===== config.mk =====
export PLATFORM = sky130hd
export DESIGN_NAME = interconnect_sfft_r4_to_butterfly_flat
export DESIGN_NICKNAME = d
export VERILOG_FILES = /design/src/rtl/interconnect_sfft_r4_to_butterfly_if.sv /design/src/rtl/interconnect_sfft_r4_to_butterfly.sv /design/src/flat_wrapper.sv
export SDC_FILE = /design/constraint.sdc
export NUM_CORES = 1
export LEC_CHECK = 0
export BUFFER_PORTS_ARGS = -buffer_cell sky130_fd_sc_hd__clkbuf_2
export CAP_MARGIN = 20
export CORE_ASPECT_RATIO = 2
export CORE_MARGIN = 2
export CORE_UTILIZATION = 55
export DETAILED_ROUTE_END_ITERATION = 8
export PLACE_DENSITY_LB_ADDON = 0.08
export SLEW_MARGIN = 30
export SYNTH_ARGS = -nofsm -noshare
export SYNTH_HDL_FRONTEND = slang
export SYNTH_SLANG_ARGS = --single-unit

===== constraint.sdc =====
create_clock -name i_clk -period 4.49 [get_ports i_clk]
set_input_delay 0.2245 -clock i_clk [delete_from_list [all_inputs] [get_ports i_clk]]
set_output_delay 0.2245 -clock i_clk [all_outputs]
set_load 0.05 [all_outputs]

===== src/rtl/interconnect_sfft_r4_to_butterfly_if.sv =====
// ============================================================================
// Module   : interconnect_sfft_r4_to_butterfly_if
// Brief    : Sample-in / 4-lane-beat-out bus between sub-FFT and butterfly.
// Revision : 1.0  initial release
// ============================================================================
`default_nettype none

interface interconnect_sfft_r4_to_butterfly_if #(
    parameter int SIZE_BUFFER   = 4,
    parameter int DATA_FFT_SIZE = 16
);
    logic [DATA_FFT_SIZE-1:0]   i_in_data_i;
    logic [DATA_FFT_SIZE-1:0]   i_in_data_q;
    logic                       i_valid;
    logic                       o_wayt_data;
    logic [4*DATA_FFT_SIZE-1:0] o_out_data_i;
    logic [4*DATA_FFT_SIZE-1:0] o_out_data_q;
    logic [SIZE_BUFFER-2:0]     o_out_index;
    logic                       o_outvalid;
    logic                       o_last;
    logic                       i_butterfly_wayt_data;
    logic                       o_frame_done;

    modport master (
        output i_in_data_i, i_in_data_q, i_valid, i_butterfly_wayt_data,
        input  o_wayt_data, o_out_data_i, o_out_data_q, o_out_index,
        input  o_outvalid, o_last, o_frame_done
    );

    modport slave (
        input  i_in_data_i, i_in_data_q, i_valid, i_butterfly_wayt_data,
        output o_wayt_data, o_out_data_i, o_out_data_q, o_out_index,
        output o_outvalid, o_last, o_frame_done
    );
endinterface

`default_nettype wire


===== src/rtl/interconnect_sfft_r4_to_butterfly.sv =====
// ============================================================================
// Module   : interconnect_sfft_r4_to_butterfly
// Brief    : Regroups four serial sub-FFT blocks into a parallel 4-lane stream.
// Revision : 1.0  initial release
// ============================================================================
`default_nettype none

module interconnect_sfft_r4_to_butterfly #(
    parameter int SIZE_BUFFER   = 4,
    parameter int DATA_FFT_SIZE = 16
) (
    input  wire logic                            i_clk,
    input  wire logic                            i_reset,
    interconnect_sfft_r4_to_butterfly_if.slave   bus
);
    localparam int c_cw    = SIZE_BUFFER - 1;
    // Address width is kept at least 1 bit so the degenerate single-sample case still indexes cleanly
    localparam int c_aw    = (SIZE_BUFFER > 2) ? SIZE_BUFFER - 2 : 1;
    localparam int c_depth = 1 << c_aw;
    localparam logic [c_cw-1:0] c_cnt_max = c_cw'((1 << (SIZE_BUFFER - 2)) - 1);

    localparam logic [1:0] BLK0  = 2'd0;
    localparam logic [1:0] BLK1  = 2'd1;
    localparam logic [1:0] BLK2  = 2'd2;
    localparam logic [1:0] MERGE = 2'd3;

    logic [1:0]      r_blk, w_blk_next;
    logic [c_cw-1:0] r_cnt, w_cnt_next;
    logic            w_wayt, w_merge, w_xfer, w_cnt_last;
    logic [c_aw-1:0] w_addr;

    logic [DATA_FFT_SIZE-1:0]   w_rd_i [3];
    logic [DATA_FFT_SIZE-1:0]   w_rd_q [3];

    logic [4*DATA_FFT_SIZE-1:0] r_out_i, r_out_q;
    logic [c_cw-1:0]            r_index;
    logic                       r_outvalid, r_last, r_frame_done;

    assign w_cnt_last = (r_cnt == c_cnt_max);
    assign w_addr     = r_cnt[c_aw-1:0];
    assign w_xfer     = bus.i_valid & w_wayt;

    // State register
    always_ff @(posedge i_clk or posedge i_reset) begin
        if (i_reset) begin
            r_blk <= BLK0;
            r_cnt <= '0;
        end else begin
            r_blk <= w_blk_next;
            r_cnt <= w_cnt_next;
        end
    end

    // Next-state logic
    always_comb begin
        w_blk_next = r_blk;
        w_cnt_next = r_cnt;
        if (w_xfer) begin
            if (w_cnt_last) begin
                w_cnt_next = '0;
                w_blk_next = r_blk + 2'd1;
            end else begin
                w_cnt_next = r_cnt + c_cw'(1);
            end
        end
    end

    // Output logic: only the merge block can be throttled by the butterfly
    always_comb begin
        w_merge = 1'b0;
        w_wayt  = 1'b1;
        case (r_blk)
            BLK0, BLK1, BLK2: begin
                w_merge = 1'b0;
                w_wayt  = 1'b1;
            end
            MERGE: begin
                w_merge = 1'b1;
                w_wayt  = !r_outvalid | bus.i_butterfly_wayt_data;
            end
            default: begin
                w_merge = 1'b0;
                w_wayt  = 1'b1;
            end
        endcase
    end

    generate
        for (genvar g = 0; g < 3; g++) begin : g_lane_buf
            logic [DATA_FFT_SIZE-1:0] r_mem_i [c_depth];
            logic [DATA_FFT_SIZE-1:0] r_mem_q [c_depth];

            always_ff @(posedge i_clk) begin
                if (w_xfer && (r_blk == 2'(g))) begin
                    r_mem_i[w_addr] <= bus.i_in_data_i;
                    r_mem_q[w_addr] <= bus.i_in_data_q;
                end
            end

            assign w_rd_i[g] = r_mem_i[w_addr];
            assign w_rd_q[g] = r_mem_q[w_addr];
        end
    endgenerate

    always_ff @(posedge i_clk or posedge i_reset) begin
        if (i_reset) begin
            r_out_i      <= '0;
            r_out_q      <= '0;
            r_index      <= '0;
            r_outvalid   <= 1'b0;
            r_last       <= 1'b0;
            r_frame_done <= 1'b0;
        end else begin
            r_frame_done <= r_outvalid & bus.i_butterfly_wayt_data & r_last;
            if (w_xfer && w_merge) begin
                r_out_i    <= {bus.i_in_data_i, w_rd_i[2], w_rd_i[1], w_rd_i[0]};
                r_out_q    <= {bus.i_in_data_q, w_rd_q[2], w_rd_q[1], w_rd_q[0]};
                r_index    <= r_cnt;
                r_outvalid <= 1'b1;
                r_last     <= w_cnt_last;
            end else if (r_outvalid && bus.i_butterfly_wayt_data) begin
                r_outvalid <= 1'b0;
                r_last     <= 1'b0;
            end
        end
    end

    assign bus.o_wayt_data  = w_wayt;
    assign bus.o_out_data_i = r_out_i;
    assign bus.o_out_data_q = r_out_q;
    assign bus.o_out_index  = r_index;
    assign bus.o_outvalid   = r_outvalid;
    assign bus.o_last       = r_last;
    assign bus.o_frame_done = r_frame_done;

endmodule

`default_nettype wire


===== src/flat_wrapper.sv =====
// flat-port wrapper written by rule: the top's interface ports become plain ports
module interconnect_sfft_r4_to_butterfly_flat 
#(
    parameter int SIZE_BUFFER   = 4,
    parameter int DATA_FFT_SIZE = 16
)
  (i_clk, i_reset, bus_i_in_data_i, bus_i_in_data_q, bus_i_valid, bus_i_butterfly_wayt_data, bus_o_wayt_data, bus_o_out_data_i, bus_o_out_data_q, bus_o_out_index, bus_o_outvalid, bus_o_last, bus_o_frame_done);
  interconnect_sfft_r4_to_butterfly_if #(.SIZE_BUFFER(SIZE_BUFFER), .DATA_FFT_SIZE(DATA_FFT_SIZE)) bus_i ();
  input  wire logic i_clk;
  input  wire logic i_reset;
  input wire logic [$bits(bus_i.i_in_data_i)-1:0] bus_i_in_data_i;
  input wire logic [$bits(bus_i.i_in_data_q)-1:0] bus_i_in_data_q;
  input wire logic [$bits(bus_i.i_valid)-1:0] bus_i_valid;
  input wire logic [$bits(bus_i.i_butterfly_wayt_data)-1:0] bus_i_butterfly_wayt_data;
  output wire logic [$bits(bus_i.o_wayt_data)-1:0] bus_o_wayt_data;
  output wire logic [$bits(bus_i.o_out_data_i)-1:0] bus_o_out_data_i;
  output wire logic [$bits(bus_i.o_out_data_q)-1:0] bus_o_out_data_q;
  output wire logic [$bits(bus_i.o_out_index)-1:0] bus_o_out_index;
  output wire logic [$bits(bus_i.o_outvalid)-1:0] bus_o_outvalid;
  output wire logic [$bits(bus_i.o_last)-1:0] bus_o_last;
  output wire logic [$bits(bus_i.o_frame_done)-1:0] bus_o_frame_done;
  assign bus_i.i_in_data_i = bus_i_in_data_i;
  assign bus_i.i_in_data_q = bus_i_in_data_q;
  assign bus_i.i_valid = bus_i_valid;
  assign bus_i.i_butterfly_wayt_data = bus_i_butterfly_wayt_data;
  assign bus_o_wayt_data = bus_i.o_wayt_data;
  assign bus_o_out_data_i = bus_i.o_out_data_i;
  assign bus_o_out_data_q = bus_i.o_out_data_q;
  assign bus_o_out_index = bus_i.o_out_index;
  assign bus_o_outvalid = bus_i.o_outvalid;
  assign bus_o_last = bus_i.o_last;
  assign bus_o_frame_done = bus_i.o_frame_done;
  interconnect_sfft_r4_to_butterfly #(.SIZE_BUFFER(SIZE_BUFFER), .DATA_FFT_SIZE(DATA_FFT_SIZE)) u_core (.i_clk(i_clk), .i_reset(i_reset), .bus(bus_i));
endmodule

==> results.sh <==
export IMPL_netSwitchingFraction=0.3604
export IMPL_cts_resized=0
export IMPL_cts_tree="yes"
export IMPL_multi_input_comb_area_sq_um=4384
export IMPL_internal_power_mw=10.73
export IMPL_cts_sinks=523
export IMPL_seqCellArea_sq_um=15020
export IMPL_clk_transition_reported_paths_ns=0.07
export IMPL_worst_endpoint_required_ns=4.92
export IMPL_n_antenna_cell=0
export IMPL_timing_critical_path_slowest_stage_cell="sky130_fd_sc_hd__dfrtp_4"
export IMPL_synth_most_common_cell="sky130_fd_sc_hd__edfxtp_1"
export IMPL_floorplan_die_height_um=271.4
export IMPL_syn_inst=831
export IMPL_htreeDepth=2
export IMPL_share_seq_of_total_power=0.408
export IMPL_detail_route_wl_per_cell_um=25.61
export IMPL_cp_max_fo=52
export IMPL_antenna_found_initial=0
export IMPL_post_synthesis_share_of_cell_area_spent_on_and_or_nand_and_nor_gates=0.007569
export IMPL_outcome="complete, no violations"
export IMPL_timing_fmax_mhz=382.2
export IMPL_setup_violations=0
export IMPL_hold_violations=0
export IMPL_library_cell_used_as_clock_root_buffer="sky130_fd_sc_hd__clkbuf_16"
export IMPL_synth_edff_count=384
export IMPL_switching_power_mw=6.045
export IMPL_syn_num_nets=875
export IMPL_grt_pass1_wl_mm=58.27
export IMPL_crit_type="reg2reg"
export IMPL_crit_path_start="u_core.r_cnt[1]$_DFFE_PP0N_"
export IMPL_clock_insertion_delay_worst_skew_ns=0.54
export IMPL_cp_buffers_inverters=1
export IMPL_die_width_um=137.7
export IMPL_power_per_cell_area_nw_per_um2=746.6
export IMPL_dr_first_iter_drc_count=568
export IMPL_global_placer_s_final_weighted_congestion=0.7354
export IMPL_row_count=98
export IMPL_route_detailed_drc=0
export IMPL_synthToLayoutAreaGrowth_pct=14.20
export IMPL_post_route_min_period_ns=2.617
export IMPL_fin_crit_sh=0.5828
export IMPL_cp_data_arrival_time_ns=3.04
export IMPL_groute_usage_overall=0.2152
export IMPL_irDropWorstVdd_mv=0.5074
export IMPL_cp_cell_sequence="buf_4 > mux4_2 > mux2_2"
export IMPL_max_slew_worst_pin_slew_ns=0.8290
export IMPL_cts_max_path_buffers=3
export IMPL_unrepaired_setup_endpoints_after_global_routing="false"
export IMPL_synth_top_family_by_area="multiplexers"
export IMPL_combinational_power_share=0.357
export IMPL_final_nets=1063
export IMPL_vias_per_cell=5.792
export IMPL_critPathMaxStageDelay_ns=0.92
export IMPL_numPlacedInstances=1418
export IMPL_worst_setup_path_end_kind="register"
export IMPL_static_leakage_power_nw=8.245
export IMPL_hold_path_class="in2reg"
export IMPL_regToRegStartpoint="u_core.r_cnt[1]$_DFFE_PP0N_"
export IMPL_num_vias=8700
export IMPL_postCtsSetupBuffers=0
export IMPL_ys_warnings_count=0
export IMPL_post_synth_main_area_contributors="sky130_fd_sc_hd__edfxtp_1 (59%), sky130_fd_sc_hd__dfrtp_1 (18%), sky130_fd_sc_hd__mux4_2 (11%)"
export IMPL_muxShareOfSynthArea=0.2057
export IMPL_fraction_of_registers_with_async_set_or_reset_after_synthesis=0.2658
export IMPL_numCtsBuffers=45
export IMPL_io_pins=171
export IMPL_synth_cell_types=24
export IMPL_io_port_bufs=170
export IMPL_fp_coreArea_sq_um=35560
export IMPL_final_cell_count_no_fill=1502
export IMPL_fp_dieArea_sq_um=37380
export IMPL_netlist_top_cell_by_area="sky130_fd_sc_hd__edfxtp_1"
export IMPL_final_layout_size_suffix_gt1_frac=0.4677
export IMPL_ys_ff_latch=523
export IMPL_synth_compound_area_frac=0.001018
export IMPL_grt_max_degree=131
export IMPL_cp_top_family="flip-flops"
export IMPL_timing_slew_headroom=0.4474
export IMPL_totalWireLength_mm=38.47
export IMPL_vias_in_the_first_global_route=9502
export IMPL_synth_top_cells_by_count="sky130_fd_sc_hd__edfxtp_1 (384), sky130_fd_sc_hd__dfrtp_1 (139), sky130_fd_sc_hd__mux2_4 (100)"
export IMPL_timing_max_cap_violations=0
export IMPL_drt_first_pass_iters=4
export IMPL_starting_density_of_the_core=0.5532
export IMPL_yosys_area_share_xor_xnor=0.0004453
export IMPL_n_fill_cell=2473
export IMPL_critical_path_startpoint_type="register"
export IMPL_netlist_area_leader_share=0.5862
export IMPL_worstHoldStart="bus_i_in_data_q[6]"
export IMPL_place_hpwl_mm=21.13
export IMPL_post_synth_fa_ha_maj_area_fraction=0.005089
export IMPL_ys_dominant_reg_cell="sky130_fd_sc_hd__edfxtp_1"
export IMPL_overflow=0
export IMPL_power_share_clock=0.235
export IMPL_setup_tns_ns=0
export IMPL_synth_seq_area_share=0.7631
export IMPL_clock_skew_ns=0.008406
export IMPL_final_antenna_net_count=0
export IMPL_synth_avg_cell_area_sq_um=23.67
export IMPL_maxSlewViolCount=0
export IMPL_netlist_area_sq_um=19670
==> path summary, 6_finish.rpt <==
kind                                                           endpoint  slack [ns]  cells past startpoint
max                             u_core.bus.o_out_data_q[30]$_DFFE_PP0P_        1.87                      3
min                        u_core.g_lane_buf[0].r_mem_q[0][6]$_DFFE_PP_        0.06                      1
max reg2reg                     u_core.bus.o_out_data_q[30]$_DFFE_PP0P_        1.87                      3
min reg2reg                     u_core.bus.o_out_data_q[25]$_DFFE_PP0P_        0.51                      1
max in group asynchronous                   u_core.r_cnt[0]$_DFFE_PP0N_        3.23                      4
min in group asynchronous       u_core.bus.o_out_data_i[63]$_DFFE_PP0P_        0.32                      3
==> final cells by class <==
class                      instances  area share
sequential                       523      0.6685
multi-input combinational        265      0.1952
clock buffer                      60     0.05581
timing repair buffer             179     0.04378
tap                              450     0.02506
clock inverter                    20     0.01064
inverter                           5    0.001058
==> kinds of logic (layout without fill, tap and decap cells) <==
logic type,after synthesis,after routing
and+or+nand+nor,23,23
DFF,523,523
muxes,230,230
adders and majority gates,8,8
buffers and inverters,43,264
AOI/OAI and AO/OA,3,3
xor gates and xnor gates,1,1
==> state kept, by name, indices dropped and copies added (netlist names) <==
register	cells
u_core.bus.o_out_index	3
u_core.bus.o_out_data_i	64
u_core.g_lane_buf.r_mem_i	192
u_core.bus.o_outvalid	1
u_core.bus.o_out_data_q	64
u_core.r_blk	2
u_core.bus.o_frame_done	1
u_core.bus.o_last	1
u_core.r_cnt	3
u_core.g_lane_buf.r_mem_q	192
==> metrics by stage <==
| step | power [mW] | cell area (sq um) | util | setup WS, ns | hold WS (ns) |
|---|---|---|---|---|---|
| final | 16.77 | 22460 | 0.6317 | 1.873 | 0.05784 |
| after global routing | 17.49 | 22460 | 0.6317 | 1.783 | 0.05451 |
| after CTS | 17.00 | 22440 | 0.6310 | 1.820 | 0.02558 |
| after detailed placement | 13.04 | 20910 | 0.5881 | 1.848 | 0.3565 |
| after global placement | 12.95 | 20870 | 0.5869 | 1.787 | 0.3462 |
| after floorplan | 11.60 | 19670 | - | 0.5410 | 0.3234 |
==> power groups by stage <==
stage | clock network (mW) | logic [mW] | registers [mW]
after detailed placement | 0 | 6.09 | 6.95
final | 3.94 | 5.99 | 6.84
after global placement | 0 | 6.00 | 6.95
after floorplan | 0 | 2.79 | 8.80
after global routing | 4.20 | 6.32 | 6.96
after CTS | 4.03 | 6.10 | 6.87
==> per-layer routing <==
metal / track usage / up-vias / routed length, um
met5: 0 / - / 0
met4: 0.06767 / 0 / 1125
met3: 0.02652 / 60 / 1254
met2: 0.3841 / 184 / 21090
met1: 0.2735 / 4731 / 15000
li1: - / 3725 / -
==> cells in the final DEF, fill, tap and decap left out, drive strengths merged, types with 3 or more instances in the layout <==
cell type,n
mux4,96
mux2,134
clkbuf,230
inv,7
bufinv,5
clkinv,12
ha,8
buf,6
nand3,3
dlygate4sd3,3
and3,14
dfrtp,139
edfxtp,384
==> repair_timing <==
action	4_1_cts	5_1_grt
setup endpoints to repair	0	0
hold buffers	3	0
hold endpoints to repair	64	0
No activity file was read; power rests on OpenSTA's default activity.
